`src/rtl/retire_trace_monitor.sv`:
```
// Retirement-trace collector: packs up to LANES committed instructions per cycle
// into an in-order show-ahead FIFO and detects the SYSCALL exit via a shadow $v0.
module retire_trace_monitor #(
   parameter int          LANES         = 1,
   parameter int          DEPTH         = 8,
   parameter logic [31:0] SYSCALL_INSTR = 32'h0000000c,
   parameter logic [31:0] EXIT_CODE     = 32'h0000000a
) (
   input  logic                        clk,
   input  logic                        reset,
   input  logic [LANES-1:0]            commit_valid,
   input  logic [LANES-1:0][31:0]      commit_pc,
   input  logic [LANES-1:0][31:0]      commit_instr,
   input  logic [LANES-1:0]            commit_we,
   input  logic [LANES-1:0][4:0]       commit_rd,
   input  logic [LANES-1:0][31:0]      commit_wdata,
   output logic                        stall_req,
   output logic                        trace_valid,
   input  logic                        trace_ready,
   output logic [31:0]                 trace_pc,
   output logic [31:0]                 trace_instr,
   output logic [31:0]                 trace_wdata,
   output logic                        trace_we,
   output logic [4:0]                  trace_rd,
   output logic [$clog2(DEPTH):0]      count,
   output logic                        done,
   output logic                        overflow
);
   localparam int AW = $clog2(DEPTH);
   localparam int CW = AW + 1;

   typedef struct packed {
      logic [31:0] pc;
      logic [31:0] instr;
      logic        we;
      logic [4:0]  rd;
      logic [31:0] wdata;
   } rec_t;

   rec_t              mem [DEPTH];
   logic [AW-1:0]     wptr, rptr;
   logic [31:0]       shadow_v0;
   logic              pop;
   rec_t              head;

   logic [LANES-1:0]          wr_en;
   logic [LANES-1:0][AW-1:0]  wr_idx;
   logic [31:0]               v0_nxt;
   logic                      exit_hit, drop, stop;
   int                        n_enq, free;

   assign trace_valid = (count != '0);
   assign pop         = trace_valid && trace_ready;
   assign stall_req   = done || ((DEPTH - int'(count)) < LANES);

   assign head        = mem[rptr];
   assign trace_pc    = trace_valid ? head.pc    : '0;
   assign trace_instr = trace_valid ? head.instr : '0;
   assign trace_we    = trace_valid ? head.we    : 1'b0;
   assign trace_rd    = trace_valid ? head.rd    : '0;
   assign trace_wdata = trace_valid ? head.wdata : '0;

   // Walk lanes oldest-first: each lane sees $v0 as left by the older lanes,
   // takes the next free slot if one exists, and an exit cuts off younger lanes.
   always_comb begin
      v0_nxt   = shadow_v0;
      exit_hit = 1'b0;
      drop     = 1'b0;
      stop     = 1'b0;
      n_enq    = 0;
      free     = DEPTH - int'(count) + int'(pop);
      wr_en    = '0;
      wr_idx   = '0;
      for (int i = 0; i < LANES; i++) begin
         if (commit_valid[i] && !done && !stop) begin
            if (commit_instr[i] == SYSCALL_INSTR && v0_nxt == EXIT_CODE) begin
               exit_hit = 1'b1;
               stop     = 1'b1;
            end
            if (n_enq < free) begin
               wr_en[i]  = 1'b1;
               wr_idx[i] = wptr + AW'(n_enq);
               n_enq     = n_enq + 1;
            end else begin
               drop = 1'b1;
            end
            if (commit_we[i] && commit_rd[i] == 5'd2)
               v0_nxt = commit_wdata[i];
         end
      end
   end

   always_ff @(posedge clk) begin
      for (int i = 0; i < LANES; i++)
         if (wr_en[i])
            mem[wr_idx[i]] <= rec_t'{pc: commit_pc[i], instr: commit_instr[i],
                                     we: commit_we[i], rd: commit_rd[i],
                                     wdata: commit_wdata[i]};
   end

   always_ff @(posedge clk or negedge reset) begin
      if (!reset) begin
         wptr      <= '0;
         rptr      <= '0;
         count     <= '0;
         done      <= 1'b0;
         overflow  <= 1'b0;
         shadow_v0 <= '0;
      end else begin
         wptr      <= wptr + AW'(n_enq);
         rptr      <= rptr + AW'(int'(pop));
         count     <= CW'(int'(count) + n_enq - int'(pop));
         done      <= done | exit_hit;
         overflow  <= overflow | drop;
         shadow_v0 <= v0_nxt;
      end
   end
endmodule

```
`config.mk`:
```
export PLATFORM = sky130hd
export DESIGN_NAME = retire_trace_monitor
export DESIGN_NICKNAME = d
export VERILOG_FILES = /design/src/rtl/retire_trace_monitor.sv
export SDC_FILE = /design/constraint.sdc
export NUM_CORES = 1
export LEC_CHECK = 0
export ABC_CLOCK_PERIOD_IN_PS = 16850
export BUFFER_PORTS_ARGS = -buffer_cell sky130_fd_sc_hd__clkbuf_2
export CORE_MARGIN = 4
export CORE_UTILIZATION = 50
export CTS_CLUSTER_DIAMETER = 200
export CTS_CLUSTER_SIZE = 16
export DETAILED_ROUTE_END_ITERATION = 10
export PLACE_DENSITY = 0.8
export RECOVER_POWER = 50
export SLEW_MARGIN = 20
export SYNTH_ARGS = -nofsm -noshare
export SYNTH_HDL_FRONTEND = slang
export SYNTH_SLANG_ARGS = --single-unit
```
`constraint.sdc`:
```
create_clock -name clk -period 16.85 [get_ports clk]
set_input_delay 3.37 -clock clk [delete_from_list [all_inputs] [get_ports clk]]
set_output_delay 3.37 -clock clk [all_outputs]
set_load 0.02 [all_outputs]
```
==> out/metrics.yaml <==
synthesis:
  synth_top_area_share: 0.740
  postSynthNetCount: 1588
  ys_ff_latch: 860
  synth_area_per_cell_um2: 22.6
  synth_top_area_cell: "edfxtp_1"
  synth-async-reset-ratio: 0.0512
  ys.flop_type: "edfxtp_1"
  yosysSeqAreaShare: 0.773
  synth_area_leaders: "edfxtp_1, mux4_2, dfrtp_1, mux2i_1, nor2_1"
  yosysUniqueCellTypes: 37
  synth_edf_count: 816
  syn-cell-area_um2: 33100
  yosysWarnings: 0
  synthesis.instances: 1467
  synth.top_cells.by_count: "edfxtp_1, mux4_2, nor2_1, mux2i_1, dfrtp_1"
  synth.most_common_cell: "edfxtp_1"
layout:
  drive_above_1_share: 0.238
  syn_to_final_growth_pct: 10.7
  seqCellArea_um2: 25600
  design_area_um2: 36700
  fillerInstances: 4749
  multiInputGateArea_um2: 7060
  final_nets: 1817
setup_path:
  path_max_fanout: 63
  cp.required_ns: 17.09
  rr_worst_depth: 14
  critPathCaptureType: "register"
  crit_path_start_kind: "primary input"
  worst_ep_arrival_time_ns: 7.82
  reg2reg_slack_ns: 9.59
  reg2reg_from: "count[1]$_DFF_PN0_"
  r2r-end: "mem[4][5]$_DFFE_PP_"
  crit_type: "in2reg"
detailed_routing:
  drt-total-wl_um: 68600
  dr.pass1.iters: 5
  drtIter0Drc: 1527
  wl_met3_um: 5440
  wl_per_cell_um: 26.3
  antenna_left: 0
  vias_per_cell: 5.90
  met1_length_um: 27200
  wl_met2_um: 34100
  top_layer: "met5"
  vias: 15400
  drc: 0
die:
  die_width_um: 265
  core_um2: 65700
  start_util: 0.504
  dieArea_um2: 70400
  row_count: 94
  fp.dieH_um: 265
  ios: 216
grt:
  grt_first_pass_wirelength_um: 104000
  first_global_vias: 16200
  grt_use_total: 0.195
  grt-ovfl-total: 0
  grt_max_degree: 119
  grt_antenna_before_repair: 12
min_path:
  holdPathEnd: "shadow_v0[12]$_DFFE_PN0P_"
  worstHoldStart: "shadow_v0[12]$_DFFE_PN0P_"
  worstHoldPathType: "reg2reg"
  hold_depth: 1
sta:
  post-route-period-util: 0.450
  skew_ns: 0.0269
  rsz0062_at_grt: "no"
  layout_min_cycle_time_ns: 7.59
  worst_pin_slew_ns: 2.71
  slew_viol_final: 45
  fmax_ghz: 0.132
  timing.setup.tns_ns: 0
  max_slew_margin: -0.804
  finalHoldViolations: 0
  setup_viol: 0
power:
  ir_drop_v: 0.000120
  power_frac_clock: 0.205
  seqPwrFrac: 0.444
  p_sw_frac: 0.338
  power.internal_w: 0.00434
  power_density_nw_per_um2: 179
  pwr-share-comb: 0.351
  switchingPower_w: 0.00221
  leakagePower_nw: 12.1
clock_tree:
  cts_buffer_depth: 3
  root_buffer: "clkbuf_16"
  cts_tree: "built"
  cts_made_buffers: 59
  post_cts_resized: 0
  cts_setup_buffers: 0
  htree_num_levels: 2
  clk_latency_ns: 0.62
  clk_pin_slew_ns: 0.07
  hold_buffers: 0
  clock-sinks: 860
run:
  maxCapViolCount: 1
status:
  outcome: "finished, violations left"
  violations: "max-capacitance violations, max-slew violations"
place:
  placed_area_um2: 35100
  hpwl_um: 40300
  place_congestion: 0.743
  io_buffers: 215
[through the flow]
stage	cells	util	total power [W]	worst slack, ns	hold WS (ns)
after floorplan	1467	-	0.00459	4.78	0.464
after global placement	2498	0.534	0.00525	9.71	0.476
after detailed placement	2498	0.534	0.00530	9.67	0.482
after CTS	2597	0.559	0.00664	9.42	0.501
after global routing	2604	0.558	0.00686	9.00	0.508
final	2610	0.558	0.00655	9.26	0.496
[power by group through the flow]
stage | combinational (W) | clock (W) | sequential, W
after detailed placement | 0.00232 | 0 | 0.00298
after CTS | 0.00233 | 0.00137 | 0.00293
after global routing | 0.00246 | 0.00146 | 0.00294
after global placement | 0.00230 | 0 | 0.00295
final | 0.00230 | 0.00134 | 0.00291
after floorplan | 0.00168 | 0 | 0.00291
[area by class of cell]
cell class | instances | share of cell area
sequential | 860 | 0.699
multi-input combinational | 525 | 0.192
clock buffer | 98 | 0.0454
timing repair buffer | 241 | 0.0315
tap | 864 | 0.0295
inverter | 9 | 0.000921
clock inverter | 1 | 0.000819
antenna | 12 | 0.000819
[routing by layer]
metal / track usage / vias to the layer above
li1: - / 6514
met1: 0.274 / 8144
met2: 0.317 / 624
met3: 0.0404 / 113
met4: 0.0534 / 6
met5: 0 / -
[logic make-up (layout without fill, tap and decap cells)]
kind of cell | Yosys count | after routing | share of synthesized area
DFF | 860 | 860 | 0.773
other | 0 | 12 | 0
AOI/OAI and AO/OA | 12 | 12 | 0.00332
adders and majority gates | 15 | 15 | 0.00589
buffers and inverters | 82 | 349 | 0.0148
muxes | 338 | 338 | 0.180
xor gates and xnor gates | 6 | 6 | 0.00181
and+or+nand+nor | 154 | 154 | 0.0206
[placed cells by master (no fill, tap or decap), types with 2 or more instances in the layout]
master	instances
a21o_1	2
a21oi_1	3
buf_12	2
buf_4	21
clkbuf_1	148
clkbuf_16	61
clkbuf_2	106
dfrtp_1	41
dfrtp_4	3
diode_2	12
edfxtp_1	816
ha_1	14
inv_1	9
mux2_1	30
mux2_2	2
mux2i_1	102
mux4_2	204
nand2_1	5
nand2b_1	5
nand4_1	3
nor2_1	108
nor2_4	5
nor2b_1	2
nor3_2	2
nor4_1	14
xor2_1	4
[critical path, stage by stage]
cell	delay [ns]
clkbuf_2	0.08
and2_0	0.32
ha_1	0.31
ha_1	0.23
nor3b_1	0.15
o32ai_1	0.43
a2bb2oi_1	0.32
nor2_1	1.09
buf_4	0.56
buf_4	0.88
[state kept, by name, summed over array words and instances, names as in the netlist]
signal / flops
rptr: 3
overflow: 1
done: 1
wptr: 3
shadow_v0: 32
count: 4
mem: 816
[worst max path at each step]
stage	to	startpoint	cells after the start	slack (ns)
after floorplan	mem[2][0]$_DFFE_PP_	trace_ready	7	4.78
after global placement	mem[4][63]$_DFFE_PP_	trace_ready	10	9.71
after detailed placement	mem[4][3]$_DFFE_PP_	trace_ready	10	9.67
after CTS	trace_instr[31]	rptr[0]$_DFF_PN0_	5	9.42
after global routing	mem[4][49]$_DFFE_PP_	trace_ready	10	9.00
final	mem[4][5]$_DFFE_PP_	trace_ready	10	9.26
Note: power is estimated with default switching activity, not from simulation.
